===== config.mk =====
export PLATFORM = sky130hd
export DESIGN_NAME = mem_req_arbiter
export DESIGN_NICKNAME = d
export VERILOG_FILES = /design/src/rtl/mem_req_arbiter.sv
export SDC_FILE = /design/constraint.sdc
export NUM_CORES = 1
export LEC_CHECK = 0
export CORE_AREA = 10 10 352 354
export DETAILED_ROUTE_END_ITERATION = 12
export DIE_AREA = 0 0 362 364
export SYNTH_ARGS = -nofsm -noshare
export SYNTH_HDL_FRONTEND = slang
export SYNTH_SLANG_ARGS = --single-unit

===== constraint.sdc =====
create_clock -name clk -period 2.8 [get_ports clk]
set_input_delay 0.84 -clock clk [delete_from_list [all_inputs] [get_ports clk]]
set_output_delay 0.84 -clock clk [all_outputs]
set_load 0.005 [all_outputs]

===== src/rtl/mem_req_arbiter.sv =====
// Two-client (icache / dcache) to single main-memory port arbiter.
// Round-robin request grant, write-data burst locking, and in-order
// routing of read-response beats back to the client that issued each read.
module mem_req_arbiter #(
   parameter int unsigned ADDR_BITS       = 28,
   parameter int unsigned DATA_BITS       = 128,
   parameter int unsigned BURST_BEATS     = 4,
   parameter int unsigned MAX_OUTSTANDING = 4
) (
   input  logic                   clk,
   input  logic                   reset,
   // client 0: instruction cache
   input  logic                   ic_mem_req_val,
   output logic                   ic_mem_req_rdy,
   input  logic [ADDR_BITS-1:0]   ic_mem_req_addr,
   input  logic                   ic_mem_req_rw,
   input  logic                   ic_mem_req_data_valid,
   output logic                   ic_mem_req_data_ready,
   input  logic [DATA_BITS-1:0]   ic_mem_req_data_bits,
   input  logic [DATA_BITS/8-1:0] ic_mem_req_data_mask,
   output logic                   ic_mem_resp_val,
   output logic [DATA_BITS-1:0]   ic_mem_resp_data,
   // client 1: data cache
   input  logic                   dc_mem_req_val,
   output logic                   dc_mem_req_rdy,
   input  logic [ADDR_BITS-1:0]   dc_mem_req_addr,
   input  logic                   dc_mem_req_rw,
   input  logic                   dc_mem_req_data_valid,
   output logic                   dc_mem_req_data_ready,
   input  logic [DATA_BITS-1:0]   dc_mem_req_data_bits,
   input  logic [DATA_BITS/8-1:0] dc_mem_req_data_mask,
   output logic                   dc_mem_resp_val,
   output logic [DATA_BITS-1:0]   dc_mem_resp_data,
   // main-memory side
   output logic                   mem_req_val,
   input  logic                   mem_req_rdy,
   output logic [ADDR_BITS-1:0]   mem_req_addr,
   output logic                   mem_req_rw,
   output logic                   mem_req_data_valid,
   input  logic                   mem_req_data_ready,
   output logic [DATA_BITS-1:0]   mem_req_data_bits,
   output logic [DATA_BITS/8-1:0] mem_req_data_mask,
   input  logic                   mem_resp_val,
   input  logic [DATA_BITS-1:0]   mem_resp_data
);

   localparam int unsigned BEAT_W = (BURST_BEATS > 1) ? $clog2(BURST_BEATS) : 1;
   localparam int unsigned PTR_W  = $clog2(MAX_OUTSTANDING);
   localparam int unsigned CNT_W  = PTR_W + 1;
   localparam logic [BEAT_W-1:0] LAST_BEAT  = BEAT_W'(BURST_BEATS - 1);
   localparam logic [CNT_W-1:0]  FIFO_DEPTH = CNT_W'(MAX_OUTSTANDING);

   typedef enum logic {ARB, WDATA} state_t;
   state_t state, state_nxt;

   logic                       prio;       // client that wins the next tie (0 = ic, 1 = dc)
   logic                       wr_owner;
   logic [BEAT_W-1:0]          wr_beat;
   logic [BEAT_W-1:0]          resp_beat;
   logic [MAX_OUTSTANDING-1:0] owner_q;
   logic [PTR_W-1:0]           rd_ptr, wr_ptr;
   logic [CNT_W-1:0]           count;

   logic fifo_full, fifo_empty, head;
   logic ic_elig, dc_elig, any_elig, gnt, gnt_rw;
   logic req_fire, data_fire, resp_fire, resp_last, push, pop;

   assign fifo_full  = (count == FIFO_DEPTH);
   assign fifo_empty = (count == '0);
   assign head       = owner_q[rd_ptr];

   // Eligibility and round-robin grant selection
   always_comb begin
      ic_elig  = ic_mem_req_val & (ic_mem_req_rw | ~fifo_full);
      dc_elig  = dc_mem_req_val & (dc_mem_req_rw | ~fifo_full);
      any_elig = ic_elig | dc_elig;
      if (ic_elig && dc_elig) gnt = prio;
      else                    gnt = dc_elig;
      gnt_rw    = gnt ? dc_mem_req_rw : ic_mem_req_rw;
      req_fire  = (state == ARB) & any_elig & mem_req_rdy;
      data_fire = (state == WDATA) & mem_req_data_ready &
                  (wr_owner ? dc_mem_req_data_valid : ic_mem_req_data_valid);
      resp_fire = mem_resp_val & ~fifo_empty;
      resp_last = resp_fire & (resp_beat == LAST_BEAT);
      push      = req_fire & ~gnt_rw;
      pop       = resp_last;
   end

   // FSM state register
   always_ff @(posedge clk or negedge reset) begin
      if (!reset) state <= ARB;
      else        state <= state_nxt;
   end

   // FSM next-state: a granted write locks the port until its burst completes
   always_comb begin
      state_nxt = state;
      case (state)
         ARB:     if (req_fire && gnt_rw) state_nxt = WDATA;
         WDATA:   if (data_fire && (wr_beat == LAST_BEAT)) state_nxt = ARB;
         default: state_nxt = ARB;
      endcase
   end

   // FSM outputs: request mux in ARB, write-data mux in WDATA, all quiet in reset
   always_comb begin
      mem_req_val           = 1'b0;
      mem_req_addr          = '0;
      mem_req_rw            = 1'b0;
      ic_mem_req_rdy        = 1'b0;
      dc_mem_req_rdy        = 1'b0;
      mem_req_data_valid    = 1'b0;
      mem_req_data_bits     = '0;
      mem_req_data_mask     = '0;
      ic_mem_req_data_ready = 1'b0;
      dc_mem_req_data_ready = 1'b0;
      if (reset) begin
         case (state)
            ARB: begin
               mem_req_val    = any_elig;
               mem_req_addr   = gnt ? dc_mem_req_addr : ic_mem_req_addr;
               mem_req_rw     = gnt_rw;
               ic_mem_req_rdy = any_elig & ~gnt & mem_req_rdy;
               dc_mem_req_rdy = any_elig &  gnt & mem_req_rdy;
            end
            WDATA: begin
               mem_req_data_valid    = wr_owner ? dc_mem_req_data_valid : ic_mem_req_data_valid;
               mem_req_data_bits     = wr_owner ? dc_mem_req_data_bits  : ic_mem_req_data_bits;
               mem_req_data_mask     = wr_owner ? dc_mem_req_data_mask  : ic_mem_req_data_mask;
               ic_mem_req_data_ready = ~wr_owner & mem_req_data_ready;
               dc_mem_req_data_ready =  wr_owner & mem_req_data_ready;
            end
            default: ;
         endcase
      end
   end

   // Priority pointer, write owner and write-beat counter
   always_ff @(posedge clk or negedge reset) begin
      if (!reset) begin
         prio     <= 1'b1;
         wr_owner <= 1'b0;
         wr_beat  <= '0;
      end else begin
         if (req_fire) begin
            prio <= ~gnt;
            if (gnt_rw) wr_owner <= gnt;
         end
         if (data_fire) wr_beat <= (wr_beat == LAST_BEAT) ? '0 : wr_beat + 1'b1;
      end
   end

   // Read-owner FIFO and response-beat counter; push and pop may coincide
   always_ff @(posedge clk or negedge reset) begin
      if (!reset) begin
         owner_q   <= '0;
         rd_ptr    <= '0;
         wr_ptr    <= '0;
         count     <= '0;
         resp_beat <= '0;
      end else begin
         if (push) begin
            owner_q[wr_ptr] <= gnt;
            wr_ptr          <= wr_ptr + 1'b1;
         end
         if (pop) rd_ptr <= rd_ptr + 1'b1;
         if (push && !pop)      count <= count + 1'b1;
         else if (pop && !push) count <= count - 1'b1;
         if (resp_fire) resp_beat <= resp_last ? '0 : resp_beat + 1'b1;
      end
   end

   // Response routing to the FIFO-head owner; data broadcast to both clients
   always_comb begin
      ic_mem_resp_val  = reset & resp_fire & ~head;
      dc_mem_resp_val  = reset & resp_fire &  head;
      ic_mem_resp_data = reset ? mem_resp_data : '0;
      dc_mem_resp_data = reset ? mem_resp_data : '0;
   end

   no_orphan_resp: assert property (@(posedge clk) disable iff (!reset)
      !(mem_resp_val && fifo_empty));

endmodule


# Word level (Yosys, flattened, before mapping)
# Cells that the tools add are included.
[classes] mux=39 add_sub_neg=6 eq_ne=3 bitwise=28 reduce_logical=11 magnitude_cmp=3
[ops] operator="2-to-1 mux 128 bit" n=4
[ops] operator="2-to-1 mux 28 bit" n=3
[ops] operator="2-to-1 mux 16 bit" n=3
[ops] operator="2-to-1 mux 1 bit" n=21
[ops] operator="AND 1 bit" n=18
[ops] operator="adder 2 x 1 -> 2 bit, second input constant" n=4
[ops] operator="NOT 1 bit" n=7
[ops] operator="logical AND 1 bit" n=6
[ops] operator="< comparator 2 x 3 -> 1 bit, second input constant" n=2
[ops] operator="2-to-1 mux 3 bit" n=2
[ops] operator="bitwise mux 4 bit" n=1
[ops] operator="== test 2 bit, second input constant" n=2
[ops] operator="2-to-1 mux 2 bit" n=2
[ops] operator="adder 3 x 1 -> 3 bit, second input constant" n=1
[ops] operator="== test 3 bit, second input constant" n=1
[ops] operator="logical NOT 3 bit" n=1
[ops] operator="bitwise OR 1 bit" n=3
[ops] operator="subtractor 3 x 1 -> 3 bit, second input constant" n=1
[ops] operator="binary-select mux 1 bit (select 2 bit)" n=1
[ops] operator="demux 1 bit (select 2 bit)" n=1
[ops] operator=">= comparator 2 x 1 -> 1 bit, second input constant" n=1
[ops] operator="logical NOT 1 bit" n=2
[ops] operator="one-hot mux 1 bit (2 select lines)" n=1
[ops] operator="AND reduction 2 bit" n=1
[ops] operator="nonzero test 2 bit" n=1
[totals] out_inout_bits=437 word_cells=99 reg_bits=18

# Depth between registers and ports, before layout
# Gate-level depths: netlist of run 1.
[depth] word_depth=13 depth_mapped=9

# Worst setup path after synthesis of run 1
# OpenSTA, ideal clock, no wires.
[synth_timing] path_type="input port to output port" startpoint="input port reset" endpoint="output port mem_req_data_bits[68]" t_arrival_ns=1.842 required_ns=1.960 stages=5 slack_ns=0.118 path_buffers=3 path_cell_list="clkbuf_1 nand2_1 clkbuf_1 buf_1 nor2_1"
[synth_between] elab_chain_cells=1
[synth_rtl] item="from (decl)" line_no="11" text="input logic reset,"
[synth_rtl] item="2-to-1 mux 128 bit" line_no="117" text="if (reset) begin"
[synth_rtl] item="to (decl)" line_no="41" text="output logic [DATA_BITS-1:0] mem_req_data_bits,"
# Every way passes these cells.

# Worst setup path after layout of run 1
[layout_timing] startpoint="input port ic_mem_req_rw" endpoint="output port mem_req_addr[20]"
[layout_between] elab_chain_cells=7
[layout_rtl] item="from (decl)" line_no="16" text="input logic ic_mem_req_rw,"
[layout_rtl] item="bitwise OR 1 bit" line_no="74" text="ic_elig = ic_mem_req_val & (ic_mem_req_rw | ~fifo_full);"
[layout_rtl] item="AND 1 bit" line_no="74"
[layout_rtl] item="logical AND 1 bit" line_no="77" text="if (ic_elig && dc_elig) gnt = prio;"
[layout_rtl] item="2-to-1 mux 1 bit" line_no="77"
[layout_rtl] item="2-to-1 mux 28 bit" line_no="121" text="mem_req_addr = gnt ? dc_mem_req_addr : ic_mem_req_addr;"
[layout_rtl] item="2-to-1 mux 28 bit" line_no="118" text="case (state)"
[layout_rtl] item="2-to-1 mux 28 bit" line_no="117"
[layout_rtl] item="to (decl)" line_no="37" text="output logic [ADDR_BITS-1:0] mem_req_addr,"
# Every way passes these cells.

==> run_results.csv, run 1 <==
group,metric,value,unit
timing,slew_violations,0,
floorplanning,die_x,362,um
clock_tree,path_clk_slew,0.05,ns
cells_and_area,final_area,19140,sq um
placement,port_buffers,919,
logic_synthesis,synth_flop_cell,"dfrtp_1",
timing,finalHoldViolCount,0,
status,violations,"setup timing",
floorplanning,pin_count,920,
timing,period_minus_slack,3.073,ns
power_and_ir_drop,p_int,0.004856,W
timing,tightest_slew,0.3168,ns
logic_synthesis,syn_inst,758,
power_and_ir_drop,ir_drop,0.2581,mV
timing,timing.final.ws_setup,-0.2734,ns
cells_and_area,final_layout_size_suffix_gt1_share,30.52,%
logic_synthesis,synth_cell_types,40,
setup_path,regToRegSetupSlack,0.43,ns
cells_and_area,fin_nets,2222,
floorplanning,die_h,364,um
timing,rsz0062_at_grt,"yes",
logic_synthesis,syn_area_per_cell,7.223,sq um
timing,finalSetupViolCount,28,
setup_path,rr_startpoint,"count[0]",
clock_tree,numCtsBuffers,3,
clock_tree,clockRootBuffer,"clkbuf_16",
setup_path,slowest_delay,0.20,ns
routing,ant_nets,0,
cells_and_area,fin_cells,3276,
power_and_ir_drop,power.density,447.4,nW/um^2
setup_path,worstSetupPathType,"in -> out",
logic_synthesis,syn_area,5475,sq um
clock_tree,h-tree-depth,1,
job,cap_violations,0,
setup_path,path_cells,"buf_6, nor4b_4, buf_4, o221ai_4, clkbuf_16, buf_6, buf_6, mux2i_2, nor2_1, buf_2",
setup_path,cp.required,1.96,ns
logic_synthesis,ys_ff_latch,18,
global_route,grt_antenna_before_repair,69,
routing,viasPerCell,2.932,
setup_path,startpoint_type,"primary input",
routing,drt-total-wl,103.2,mm
power_and_ir_drop,swShare,43.30,%
global_route,grt_max_degree,36,
timing,clock.fmax,0.3254,GHz
clock_tree,max-clock-path-buffers,2,
global_route,grt_pass1_wl,122.0,mm
setup_path,crit_start,"ic_mem_req_rw",
cells_and_area,fin_util,16.34,%
timing,relSlewSlack,78.28,%
setup_path,path_max_fanout,3,
placement,dpl_cell_area,18110,sq um
hold_path,hold_path_class,"reg -> reg",
setup_path,worst_ep_arrival_time,2.23,ns
clock_tree,clock_latency,0.25,ns
routing,wl_per_cell,31.51,um
timing,fin_crit_sh,109.8,%
setup_path,crit_family,"buffers and inverters",
routing,drc,0,
floorplanning,start_util,4.674,%
logic_synthesis,ys_warn_count,0,
clock_tree,cts_tree,"done",
routing,drtIter0Drc,574,
power_and_ir_drop,switching_power,0.003709,W
placement,dp_cells,3222,
routing,via_count,9604,
setup_path,crit_top_cell,"buf_6",
logic_synthesis,synth_edf_count,0,
clock_tree,cts_hold_buf,0,
floorplanning,core,117100,sq um
placement,post-place-ws,-0.9063,ns
floorplanning,fp-row-count,126,
logic_synthesis,async_reset_ff_share,100.0,%
global_route,grt_overflow,0,
timing,finClkSkew,0.001993,ns
setup_path,critPathBufInv,6,
global_route,grt_usage,14.52,%
global_route,grt_pass1_vias,9792,
power_and_ir_drop,p_leak,9.010,nW
power_and_ir_drop,p_clk_share,3.7,%
placement,dpl.hpwl,94.83,mm
setup_path,worst_path_max_delay_cell,"clkbuf_16",
setup_path,cp-end-kind,"output pin",
power_and_ir_drop,p_comb_share,90.5,%
clock_tree,clkSinkCount,18,
placement,globalplace.congestion,1.011,
status,status,"complete, but fails checks",
logic_synthesis,yosysSeqAreaShare,8.250,%
cells_and_area,area_delta_synth_final,249.6,%
hold_path,hp-start,"rd_ptr[1]",
logic_synthesis,synth_fp_nets,1249,
floorplanning,die_area,131800,sq um
routing,drtPass1Iterations,5,
power_and_ir_drop,seqPwrFrac,5.8,%
-- layout make-up --
class | instances | area (sq um)
Timing Repair Buffer | 1151 | 12360
Multi-Input combinational cell | 552 | 4273
Fill cell | 13250 | 97990
Sequential cell | 18 | 455.4
Tap cell | 1536 | 1922
Clock buffer | 4 | 88.84
Antenna cell | 10 | 25.02
Inverter | 5 | 18.77
-- kinds of logic after synthesis --
group	after synthesis	synth area share (%)
and+or+nand+nor	340	30.60
buffers and inverters	188	22.42
muxes	184	34.09
DFF	18	8.250
AOI/OAI and AO/OA	14	1.714
adders and majority gates	8	1.965
xor gates and xnor gates	6	0.9598
-- state kept, by name, summed over array words and instances, names as in the netlist --
signal	cells
wr_owner	1
state	1
rd_ptr	2
wr_beat	2
prio	1
count	3
wr_ptr	2
resp_beat	2
owner_q	4
-- power groups by stage --
stage | clock network, W | registers (W) | logic (W)
4_1_cts | 0.000326 | 0.000496 | 0.00764
6_report | 0.000319 | 0.000497 | 0.00775
3_3_place_gp | 0 | 0.000550 | 0.00718
2_1_floorplan | 0 | 0.000474 | 0.00249
5_1_grt | 0.000340 | 0.000518 | 0.00819
3_5_place_dp | 0 | 0.000547 | 0.00719
-- worst reg2reg max path, stage by stage, from the launching register on --
cell and delay (ns):
dfrtp_1 0.40, buf_4 0.14, buf_4 0.14, o31a_1 0.33, buf_4 0.17, nand2_1 0.10
ha_1 0.17, inv_1 0.06, fa_1 0.38, xor2_1 0.17, nor2_1 0.11, xor2_1 0.14
-- final timing paths --
path                       depth (start not counted)                to
min                                                1         rd_ptr[1]
min reg2reg                                        1         rd_ptr[1]
max                                               10  mem_req_addr[20]
max in group asynchronous                          5              prio
max reg2reg                                       11          count[2]
min in group asynchronous                          2      resp_beat[0]
-- layer usage --
metal	wire, um	share of wire (%)	global-route usage (%)
met1	36070	35	15.06
met2	52740	51	26.85
met3	13110	13	8.011
met4	833	0.81	0.2894
met5	464	0.45	0
-- cells in the final DEF (no fill, tap or decap), drive strengths merged, types with 4 or more instances in the layout --
master         Yosys  layout
o21ai              6       6
and4               4       4
dlymetal6s2s       0      27
clkdlybuf4s15      0      19
nand2              7       7
clkdlybuf4s50      0     482
dfrtp             17      17
bufbuf             0       4
diode              0      10
xnor2              4       4
nor2             179     179
mux2              10      10
dlygate4sd2        0     218
inv                5       5
and2             129     129
clkbuf            36      23
and3               4       4
buf              147     382
ha                 7       7
mux2i            173     173
-- per-stage QoR --
| step | total power (W) | hold WS (ns) | setup TNS [ns] |
|---|---|---|---|
| finish | 0.008564 | 0.4851 | -5.541 |
| global route | 0.009052 | 0.5187 | -6.658 |
| CTS | 0.008461 | 0.4874 | -12.51 |
| detailed placement | 0.007737 | 0.4759 | -71.33 |
| global placement | 0.007725 | 0.4730 | -68.47 |
| floorplan | 0.002964 | 0.4532 | 0 |
-- timing repair --
action                                  CTS  global route
gates cloned                             10             4
hold endpoints to repair                  0             0
gates resized for setup                 466           120
setup buffers                            24             8
endpoints found under the setup margin  337           106
pin swaps                                15            21
-- synth_stat cells, types with 2 or more instances --
master    count  area [sq um]
nor2b_1       3         18.77
xnor2_1       4         35.03
nor2_1      179         671.9
mux2_1        5         56.30
nand3_1       3         15.01
a21oi_1       3         15.01
mux2i_1     173          1732
dfrtp_1      17         425.4
inv_1         5         18.77
o21ai_1       4         20.02
nand2_1       7         26.28
nand4_1       2         12.51
and3_1        4         25.02
buf_2        15         75.07
mux2_2        5         56.30
ha_1          7         87.58
nand2b_1      3         18.77
o21ai_0       2         10.01
and2_1      129         807.0
clkbuf_1     36         135.1
buf_4       129         968.4
and4_1        4         35.03
xor2_1        2         17.52
Power figures use the tool's default switching activity.
==> run 2: changes to the inputs <==
--- a/config.mk
+++ b/config.mk
@@ -8,6 +8,7 @@
 export CORE_AREA = 10 10 352 354
 export DETAILED_ROUTE_END_ITERATION = 12
 export DIE_AREA = 0 0 362 364
+export PLACE_DENSITY = 0.3
 export SYNTH_ARGS = -nofsm -noshare
 export SYNTH_HDL_FRONTEND = slang
 export SYNTH_SLANG_ARGS = --single-unit
==> run_results.csv, run 2 (same netlist as run 1, synthesis figures left out) <==
group,metric,value,unit
status,status,"complete, but fails checks",
status,violations,"setup timing",
setup_path,worst_ep_arrival_time,2.23,ns
power_and_ir_drop,p_int,0.005038,W
global_route,grt_max_degree,32,
setup_path,worstSetupPathType,"in -> out",
timing,tightest_slew,0.3343,ns
cells_and_area,fin_util,16.65,%
hold_path,hold_path_class,"reg -> reg",
floorplanning,die_x,362,um
global_route,grt_pass1_wl,127.1,mm
routing,ant_nets,0,
placement,port_buffers,919,
routing,via_count,9666,
routing,drtPass1Iterations,4,
setup_path,crit_top_cell,"buf_12",
clock_tree,path_clk_slew,0.06,ns
power_and_ir_drop,power,0.008917,W
timing,finalSetupViolCount,30,
power_and_ir_drop,power.density,457.3,nW/um^2
setup_path,cp.required,1.96,ns
timing,period_minus_slack,3.074,ns
timing,finalHoldViolCount,0,
cells_and_area,layout_common_cells,"clkdlybuf4s50_1, dlygate4sd2_1, buf_4, nor2_1, mux2i_1",
placement,dpl_cell_area,18120,sq um
floorplanning,pin_count,920,
setup_path,cp-end-kind,"output pin",
hold_path,hp-start,"rd_ptr[1]",
setup_path,path_max_fanout,8,
hold_path,hold_end,"rd_ptr[1]",
cells_and_area,final_area,19500,sq um
power_and_ir_drop,p_comb_share,90.0,%
setup_path,critPathBufInv,5,
floorplanning,die_area,131800,sq um
timing,clock.fmax,0.3253,GHz
cells_and_area,multi_input_area,4562,sq um
global_route,grt_usage,14.84,%
placement,dpl.hpwl,94.52,mm
cells_and_area,nFillCells,13240,
floorplanning,start_util,4.674,%
setup_path,worst_r2r_endpoint,"count[2]",
global_route,grt_use_met3,6.641,%
power_and_ir_drop,ir_drop,0.2238,mV
placement,post-place-ws,-0.9518,ns
clock_tree,clock_latency,0.26,ns
cells_and_area,largest_reg_flops,4,
setup_path,rr_startpoint,"prio",
setup_path,ff2ff_path_depth,12,
timing,rsz0062_at_grt,"yes",
setup_path,worst_path_max_delay_cell,"nor4b_4",
setup_path,slowest_delay,0.20,ns
cells_and_area,reg_top3,"owner_q (4), count (3)",
clock_tree,cts_tree,"done",
cells_and_area,final_common_cell,"clkdlybuf4s50_1",
setup_path,regToRegSetupSlack,0.27,ns
cells_and_area,top_register,"owner_q",
job,cap_violations,0,
clock_tree,cts_hold_buf,0,
clock_tree,clockRootBuffer,"clkbuf_16",
power_and_ir_drop,p_clk_share,3.8,%
timing,timing.final.ws_setup,-0.2745,ns
floorplanning,die_h,364,um
power_and_ir_drop,swShare,43.50,%
cells_and_area,seq_area,456.7,sq um
setup_path,startpoint_type,"primary input",
floorplanning,core,117100,sq um
global_route,top_usage_layer,"met2",
clock_tree,numCtsBuffers,3,
timing,relSlewSlack,77.23,%
routing,viasPerCell,2.933,
global_route,grt_overflow,0,
cells_and_area,area_delta_synth_final,256.1,%
cells_and_area,fin_nets,2248,
cells_and_area,final_layout_size_suffix_gt1_share,35.93,%
timing,finClkSkew,0.001436,ns
clock_tree,clkSinkCount,18,
global_route,use_met2,27.75,%
clock_tree,h-tree-depth,1,
setup_path,crit_family,"buffers and inverters",
timing,fin_crit_sh,109.8,%
placement,globalplace.congestion,0.8921,
hold_path,hold_depth,1,
routing,drc,0,
routing,drtIter0Drc,353,
routing,wl_per_cell,31.58,um
power_and_ir_drop,switching_power,0.003879,W
clock_tree,max-clock-path-buffers,2,
routing,drt-total-wl,104.1,mm
global_route,grt_pass1_vias,10580,
global_route,grt_antenna_before_repair,64,
setup_path,path_cells,"buf_8, nor4b_4, buf_4, o221ai_4, buf_12, buf_12, mux2i_4, nor2_2, buf_12",
global_route,grt_use_met1,15.93,%
timing,slew_violations,0,
power_and_ir_drop,p_leak,8.874,nW
floorplanning,fp-row-count,126,
power_and_ir_drop,seqPwrFrac,6.2,%
==> run 2: cell types whose count changed in the layout (fill, tap and decap cells not counted), sizes merged <==
cell,before,now
dlygate4sd2,218,213
clkdlybuf4s50,482,445
clkdlybuf4s15,19,65
clkbuf,23,49
diode,10,4
dlymetal6s2s,27,5
buf,382,400
==> run 2: how the worst max path moves through the flow <==
| stage | slack, ns | endpoint | from | cells after the start |
|---|---|---|---|---|
| final | -0.27 | mem_req_addr[15] | ic_mem_req_rw | 9 |
| after global placement | -1.05 | dc_mem_req_rdy | ic_mem_req_rw | 9 |
| after CTS | -0.53 | mem_req_addr[26] | ic_mem_req_rw | 11 |
| after global routing | -0.32 | mem_req_addr[2] | ic_mem_req_rw | 10 |
| after detailed placement | -0.95 | mem_req_addr[20] | ic_mem_req_rw | 8 |
| after floorplan | 0.12 | mem_req_data_bits[68] | reset | 5 |
==> run 2: metrics by stage <==
step                      instances  hold WS [ns]  TNS [ns]
after floorplan                 758        0.4532         0
after global placement         3228        0.4720    -87.81
after detailed placement       3228        0.4780    -87.86
after CTS                      3278        0.4878    -14.32
after global routing           3293        0.5047    -8.241
final                          3296        0.4850    -6.140
==> run 2: per-layer routing <==
metal / vias up / wire [um]
met5: - / 551
met4: 82 / 797
met3: 124 / 10270
met2: 512 / 53930
met1: 4576 / 38540
li1: 4372 / -
==> run 2: timing repair <==
item | 4_1_cts | 5_1_grt
pin swaps | 20 | 21
gates cloned | 16 | 1
setup buffers | 35 | 18
endpoints found under the setup margin | 375 | 161
hold endpoints to repair | 0 | 0
gates resized for setup | 746 | 188
==> run 2: layout make-up <==
type,instances,area share [%]
antenna,4,0.05133
clock buffer,4,0.4556
inverter,5,0.09625
multi-input combinational,552,23.39
sequential,18,2.342
tap,1536,9.856
timing repair buffer,1177,63.80
==> run 2: worst register-to-register path, delay by kind of cell, from the launching register on <==
| kind | cells | cell delay [ns] |
|---|---|---|
| compound gates | 1 | 0.15 |
| xor+xnor | 2 | 0.33 |
| fa+ha+maj | 2 | 0.55 |
| buf+inv | 4 | 0.37 |
| flops | 1 | 0.57 |
| simple gates | 3 | 0.50 |
==> run 2: power by group through the flow <==
stage                     clock (W)  sequential, W  combinational (W)
after floorplan                   0       0.000474            0.00249
final                      0.000338       0.000556            0.00802
after global routing       0.000363       0.000578            0.00849
after CTS                  0.000354       0.000557            0.00788
after detailed placement          0       0.000576            0.00719
after global placement            0       0.000570            0.00718
==> run 3: changes to the inputs <==
--- a/config.mk
+++ b/config.mk
@@ -6,8 +6,10 @@
 export NUM_CORES = 1
 export LEC_CHECK = 0
 export CORE_AREA = 10 10 352 354
+export CTS_CLUSTER_DIAMETER = 80
 export DETAILED_ROUTE_END_ITERATION = 12
 export DIE_AREA = 0 0 362 364
+export HOLD_SLACK_MARGIN = 0.02
 export PLACE_DENSITY = 0.3
 export SYNTH_ARGS = -nofsm -noshare
 export SYNTH_HDL_FRONTEND = slang
==> results of run 3 <==
The final DEF is identical to that of run 2; final timing and power are the same.
